===== src/rtl/mult_input_conditioner.sv =====
// mult_input_conditioner: board push-button and switch front end for the 8-bit shift-add multiplier.
// Build option EXEC_PULSE_EN: Execute becomes a fixed EXEC_HOLD-cycle pulse per accepted Run press.

// Per-button debouncer: four-state qualify/hold FSM on an already-synchronized, active-high sample.
// Latency: level changes on the edge that sees the DEBOUNCE_CYCLES-th consecutive differing sample.
// Backpressure: none; evaluates every Clk.
module mult_input_conditioner_debounce #(
    parameter int DEBOUNCE_CYCLES = 500000
) (
    input  logic Clk,
    input  logic Reset,
    input  logic sample,
    output logic level
);
    localparam int CW = $clog2(DEBOUNCE_CYCLES + 1);
    // The sample that would take count to DEBOUNCE_CYCLES is the one that qualifies the change.
    localparam logic [CW-1:0] LAST = CW'(DEBOUNCE_CYCLES - 1);

    typedef enum logic [1:0] {
        REL,
        CHK_P,
        PRS,
        CHK_R
    } db_state_t;

    db_state_t     state;
    db_state_t     state_nxt;
    logic [CW-1:0] count;
    logic [CW-1:0] count_nxt;

    always_ff @(posedge Clk or posedge Reset) begin
        if (Reset) begin
            state <= REL;
            count <= '0;
        end else begin
            state <= state_nxt;
            count <= count_nxt;
        end
    end

    always_comb begin
        state_nxt = state;
        count_nxt = count;
        unique case (state)
            REL: begin
                if (sample) begin
                    state_nxt = CHK_P;
                    count_nxt = CW'(1);
                end
            end
            CHK_P: begin
                if (!sample) begin
                    state_nxt = REL;
                end else if (count == LAST) begin
                    state_nxt = PRS;
                end else begin
                    count_nxt = count + 1'b1;
                end
            end
            PRS: begin
                if (!sample) begin
                    state_nxt = CHK_R;
                    count_nxt = CW'(1);
                end
            end
            CHK_R: begin
                if (sample) begin
                    state_nxt = PRS;
                end else if (count == LAST) begin
                    state_nxt = REL;
                end else begin
                    count_nxt = count + 1'b1;
                end
            end
            default: begin
                state_nxt = REL;
                count_nxt = '0;
            end
        endcase
    end

    assign level = (state == PRS) || (state == CHK_R);
endmodule

// Two-flop synchronizers, two debouncers, ClearA_LoadB pulse, Execute and frozen-operand Din.
// Latency: raw to sample 2 cycles; SW to Din 3 cycles; Execute/ClearA_LoadB 1 cycle after PRS entry.
// Backpressure: none; outputs are free-running registers.
module mult_input_conditioner #(
    parameter int DEBOUNCE_CYCLES = 500000,
    parameter int EXEC_HOLD       = 4
) (
    input  logic       Clk,
    input  logic       Reset,
    input  logic       ClearA_LoadB_n,
    input  logic       Run_n,
    input  logic [7:0] SW,
    output logic       ClearA_LoadB,
    output logic       Execute,
    output logic [7:0] Din
);
    if (DEBOUNCE_CYCLES < 2 || EXEC_HOLD < 1) begin : g_param_check
        $error("mult_input_conditioner: DEBOUNCE_CYCLES must be >= 2 and EXEC_HOLD >= 1");
    end

    logic [1:0] clr_sync;
    logic [1:0] run_sync;
    logic [7:0] sw_meta;
    logic [7:0] sw_sync;
    logic       clr_level;
    logic       run_level;
    logic       clr_level_q;

    // Button synchronizers reset high so both buttons read as released.
    always_ff @(posedge Clk or posedge Reset) begin
        if (Reset) begin
            clr_sync <= 2'b11;
            run_sync <= 2'b11;
            sw_meta  <= 8'h00;
            sw_sync  <= 8'h00;
        end else begin
            clr_sync <= {clr_sync[0], ClearA_LoadB_n};
            run_sync <= {run_sync[0], Run_n};
            sw_meta  <= SW;
            sw_sync  <= sw_meta;
        end
    end

    mult_input_conditioner_debounce #(
        .DEBOUNCE_CYCLES(DEBOUNCE_CYCLES)
    ) u_clr_db (
        .Clk   (Clk),
        .Reset (Reset),
        .sample(~clr_sync[1]),
        .level (clr_level)
    );

    mult_input_conditioner_debounce #(
        .DEBOUNCE_CYCLES(DEBOUNCE_CYCLES)
    ) u_run_db (
        .Clk   (Clk),
        .Reset (Reset),
        .sample(~run_sync[1]),
        .level (run_level)
    );

    // A rising debounced level only happens on CHK_P -> PRS, so this is one pulse per accepted press.
    always_ff @(posedge Clk or posedge Reset) begin
        if (Reset) begin
            clr_level_q  <= 1'b0;
            ClearA_LoadB <= 1'b0;
        end else begin
            clr_level_q  <= clr_level;
            ClearA_LoadB <= clr_level & ~clr_level_q;
        end
    end

`ifdef EXEC_PULSE_EN
    localparam int HW = (EXEC_HOLD > 1) ? $clog2(EXEC_HOLD) : 1;

    logic [HW-1:0] hold_cnt;
    logic          run_level_q;

    // Run level can only rise again after the FSM has passed back through REL, so each press
    // arms exactly one pulse regardless of how long the button is held.
    always_ff @(posedge Clk or posedge Reset) begin
        if (Reset) begin
            run_level_q <= 1'b0;
            Execute     <= 1'b0;
            hold_cnt    <= '0;
        end else begin
            run_level_q <= run_level;
            if (!Execute && run_level && !run_level_q) begin
                Execute  <= 1'b1;
                hold_cnt <= HW'(EXEC_HOLD - 1);
            end else if (Execute) begin
                if (hold_cnt == '0) begin
                    Execute <= 1'b0;
                end else begin
                    hold_cnt <= hold_cnt - 1'b1;
                end
            end
        end
    end
`else
    always_ff @(posedge Clk or posedge Reset) begin
        if (Reset) begin
            Execute <= 1'b0;
        end else begin
            Execute <= run_level;
        end
    end
`endif

    // The capture happens on the edge Execute rises (Execute still 0 there); the hold starts after.
    always_ff @(posedge Clk or posedge Reset) begin
        if (Reset) begin
            Din <= 8'h00;
        end else if (!Execute) begin
            Din <= sw_sync;
        end
    end
endmodule

===== config.mk =====
export PLATFORM = sky130hd
export DESIGN_NAME = mult_input_conditioner
export DESIGN_NICKNAME = d
export VERILOG_FILES = /design/src/rtl/mult_input_conditioner.sv
export SDC_FILE = /design/constraint.sdc
export NUM_CORES = 1
export LEC_CHECK = 0
export CAP_MARGIN = 10
export CELL_PAD_IN_SITES_DETAIL_PLACEMENT = 0
export CELL_PAD_IN_SITES_GLOBAL_PLACEMENT = 2
export CORE_MARGIN = 3
export CORE_UTILIZATION = 40
export CTS_CLUSTER_DIAMETER = 100
export CTS_CLUSTER_SIZE = 14
export DETAILED_ROUTE_END_ITERATION = 10
export DONT_BUFFER_PORTS = 1
export GPL_ROUTABILITY_DRIVEN = 1
export PLACE_DENSITY_LB_ADDON = 0.05
export SYNTH_ARGS = -nofsm -noshare
export SYNTH_HDL_FRONTEND = slang
export SYNTH_HIERARCHICAL = 1
export SYNTH_SLANG_ARGS = --single-unit

===== constraint.sdc =====
create_clock -name Clk -period 4.8 [get_ports Clk]
set_clock_uncertainty 0.2 [all_clocks]
set_input_delay 0.96 -clock Clk [delete_from_list [all_inputs] [get_ports Clk]]
set_output_delay 0.96 -clock Clk [all_outputs]
set_load 0.005 [all_outputs]

# Word-level counts from Yosys, hierarchy flattened
# Index checks and enable logic that the tools add are counted.
# totals
regBits,73
in_bits,12
out_inout_bits,10
elab_cells,70
# op_classes
addsub,2
n_eq_ne,20
mux,26
bitwise_logic,2
reduce_logical,8
# ops
operator,count
$mux 19,10
$pmux 19 s4,2
$add 19x1->19 const B,2
$eq 19x19->1 const B,2
$mux 2,12
$ne 2x2->1 const B,8
$pmux 2 s4,2
$reduce_and 4->1,4
$ne 3x2->1 const B,4
$eq 2x2->1 const B,4
$eq 2x1->1 const B,2
$logic_not 2->1,2
$logic_or 1x1->1,2
$and 1x1->1,1
$not 1->1,1

# Logic depth before layout (Yosys ltp)
# logic_depth
word_depth,4
ltp_mapped,8
ltp_nobuf,6

# Modules after synthesis
# Netlist, hierarchy kept.
# modules_own_cells
module,instances,cells_per_inst,area_each_um2,seq_area_each_um2
mult_input_conditioner_debounce,2,135,1203.7,525.5
mult_input_conditioner,1,44,929.6,780.7

# Worst setup path before layout
# OpenSTA, ideal clock, no wires.
# synth_path
kind,register to register
startpoint,reg u_clr_db.count[7]
endpoint,reg u_clr_db.count[1]
setup_time_ps,121
t_arrival_ps,2103
required_time_ps,4479
slack_ps,2376
stages_incl_launch_ff,8
path_buffers,3
synth_period_minus_slack_ps,2424
cell_sequence,dfrtp_1 buf_6 or4b_1 or4_1 buf_6 o21a_1 buf_2 a22o_1
# synth_between
elab_chain_cells,4
word_cells_on_any_way,5
cone_classes,1 x eq/ne; 4 x mux
# synth_rtl
item,line,rtl
from (decl),28,logic [CW-1:0] count;
from (signal assigned),37,count <= count_nxt;
$eq 19x19->1 *,"54, 69",
$mux 19 *,--,
"$mux 19, on equally long branches",--,
$pmux 19 s4 *,--,
# Every way passes the cells marked *; elsewhere a longest branch is shown, timed or not. The select of a mux whose other input is x is not followed.
# A chain may end at the register's enable or synchronous reset.

# Worst setup path after layout
# layout_path
startpoint,reg u_clr_db.count[7]
endpoint,reg u_clr_db.count[17]
# layout_between
elab_chain_cells,4
word_cells_on_any_way,6
cone_classes,1 x add/sub; 1 x eq/ne; 4 x mux
# layout_rtl
item,line,rtl
$add 19x1->19 / $eq 19x19->1 (equally long branches),--,
$mux 19 *,"54, 69",
"$mux 19, on equally long branches","67, 52",
$pmux 19 s4 *,44,unique case (state)
# Marks and branches as above.

==> impl_metrics.json <==
{
  "status": "finished, final reports clean",
  "tns_ns": 0,
  "crit_path_start": "u_clr_db/count[7]",
  "stdcell_count": 422,
  "htreeDepth": 3,
  "drive_gt1_share_pct": 12.2,
  "nets": 329,
  "vias_per_cell": 5.73,
  "die_x_microns": 97.3,
  "setup.worst_path.class": "flop to flop",
  "synth_top_area_share_pct": 51.7,
  "ys.flop_type": "dfrtp_1",
  "cp_data_required_time_ns": 4.84,
  "final_common_cell": "dfrtp_1",
  "post_cts_resize_count": 0,
  "hp-class": "flop to flop",
  "post-route-period-util_pct": 56.6,
  "initial_core_util_pct": 42.1,
  "dp_hpwl_microns": 4950,
  "pin_count": 22,
  "netlist_instances": 314,
  "grt_usage_pct": 16.1,
  "dp.cells": 405,
  "syn_area_per_cell_sq_um": 10.6,
  "syn_area_sq_mm": 0.00334,
  "synth.yosys.seq_area_share_pct": 54.9,
  "rr_worst_depth": 5,
  "antenna_found_initial": 0,
  "end_kind": "flop",
  "cts_setup_buffers": 0,
  "root_buffer": "clkbuf_8",
  "synth_seq_cells": 73,
  "max_freq_mhz": 368,
  "rows": 32,
  "report.final.slew_viol_count": 0,
  "vias": 2417,
  "synth_area_leader_cell": "dfrtp_1",
  "n_antenna_cell": 0,
  "grt_pass1_wl_microns": 12200,
  "fin_hold_ws_ns": 0.148,
  "worst_pin_slew_ns": 0.929,
  "ys_top_cells_by_area": "dfrtp_1, mux2_4, o21ai_0",
  "chipHeight_microns": 97.3,
  "critPathLaunchType": "flop",
  "slew_headroom_pct": 37.9,
  "power_frac_comb_pct": 7.4,
  "finalWirelength_microns": 7150,
  "power_frac_clock_pct": 39.4,
  "synth_edf_count": 0,
  "finalWorstSetupSlack_ns": 2.08,
  "min_path_cells": 0,
  "min_from": "sw_meta[5]",
  "cts_hold_buf": 0,
  "grt_max_degree": 32,
  "hold_violations": 0,
  "core_sq_mm": 0.00793,
  "drt.antenna.violating_nets": 0,
  "drt_iter0_markers": 88,
  "cts_tree": "yes",
  "portBuffers": 0,
  "setup_viol": 0,
  "p_per_area_mw_per_mm2": 359,
  "clock_path_buffers": 2,
  "cts-buffers-inserted": 9,
  "layout_common_cells": "dfrtp_1, nand2_1, o21ai_0",
  "p_sw_w": 0.000346,
  "ir_drop_mv": 0.201,
  "fin_crit_ns": 2.72,
  "leakage_nw": 1.49,
  "clock_latency_ns": 0.35,
  "gp_congestion": 0.771,
  "grt_setup_unrepaired": "false",
  "wire_per_inst_microns": 16.9,
  "synth.distinct_cells": 43,
  "yosys_warnings": 6,
  "overflow": 0,
  "clk_pin_slew_ns": 0.09,
  "p_int_w": 0.000954,
  "dr.pass1.iters": 4,
  "pre_cts_ws_ns": 2.08,
  "worstPathArrival_ns": 2.75,
  "grt_pass1_vias": 2357,
  "async_flop_share_pct": 100,
  "rr_startpoint": "u_clr_db/count[7]",
  "route.detailed.drc": 0,
  "area_growth_pct": 8.51,
  "syn_nets": 328,
  "seqPwrFrac_pct": 53.2,
  "cap_violations": 0,
  "swShare_pct": 26.6,
  "final.fill_count": 758,
  "dieArea_sq_mm": 0.00947,
  "critical_path_peak_fanout": 9,
  "cts_sinks": 73
}
==> per-stage QoR <==
stage                     area, sq um  utilization [%]  total power (W)
after detailed placement         3380             42.7         0.000798
final                            3620             45.7          0.00130
after global routing             3620             45.7          0.00136
after CTS                        3590             45.3          0.00131
after global placement           3380             42.7         0.000800
after floorplan                  3340                -         0.000769
==> cell families (layout without fill, tap and decap cells) <==
family,after synthesis,in the layout,synth area share (%)
compound gates,84,84,16.7
xor+xnor,8,8,2.10
fa+ha+maj,2,2,0.750
buf+inv,26,32,4.27
flops,73,73,54.9
mux,10,10,4.27
simple gates,111,111,17.0
==> area by class of cell <==
type | count | area [sq um] | area share (%)
sequential | 73 | 1830 | 50.6
timing repair buffer | 1 | 27.5 | 0.760
clock inverter | 6 | 72.6 | 2.00
clock buffer | 10 | 138 | 3.80
inverter | 15 | 61.3 | 1.69
tap | 102 | 128 | 3.52
multi-input combinational | 215 | 1360 | 37.6
==> metal layers <==
metal / part of all wire, % / global-route usage (%) / vias up
li1: - / - / 1166
met1: 45 / 21.1 / 1197
met2: 49 / 25.4 / 40
met3: 2.8 / 3.88 / 14
met4: 2.5 / 6.82 / 0
met5: 0 / 0 / -
==> Yosys cell counts (all sizes together) (6+ instances only) <==
| master | n |
|---|---|
| a21oi | 20 |
| a31oi | 10 |
| and3 | 6 |
| buf | 7 |
| dfrtp | 69 |
| inv | 15 |
| mux2 | 10 |
| nand2 | 28 |
| nand3 | 18 |
| nand4 | 14 |
| nor2 | 20 |
| nor3 | 8 |
| o21ai | 24 |
==> sequential cells by signal, summed over array words and instances, names as in the netlist, named ones only <==
register	flops
u_run_db/count	19
Din	8
Execute	1
sw_meta	8
u_run_db/state	1
ClearA_LoadB	1
sw_sync	8
clr_level_q	1
u_clr_db/count	19
clr_sync	2
u_clr_db/state	1
run_sync	2
==> path summary, 6_finish.rpt <==
kind | to | slack, ns
max | u_clr_db/count[17] | 2.08
min | sw_sync[5] | 0.15
max reg2reg | u_clr_db/count[17] | 2.08
min reg2reg | sw_sync[5] | 0.15
max in group asynchronous | u_clr_db/count[6] | 3.41
min in group asynchronous | sw_meta[2] | 0.37
==> power groups by stage <==
| stage | Combinational [W] | Sequential, W | Clock [W] |
|---|---|---|---|
| after floorplan | 0.0000790 | 0.000690 | 0 |
| after global placement | 0.0000952 | 0.000704 | 0 |
| after detailed placement | 0.0000948 | 0.000703 | 0 |
| after CTS | 0.0000951 | 0.000691 | 0.000528 |
| after global routing | 0.000109 | 0.000699 | 0.000556 |
| final | 0.0000959 | 0.000691 | 0.000512 |
==> worst max-delay path: stages (launching register included) <==
cell and delay, ns:
dfrtp_1 0.47, or4b_1 0.53, or4_1 0.58, o21ai_0 0.56, or3_1 0.19, o21ai_0 0.07
Power figures use the tool's default switching activity.
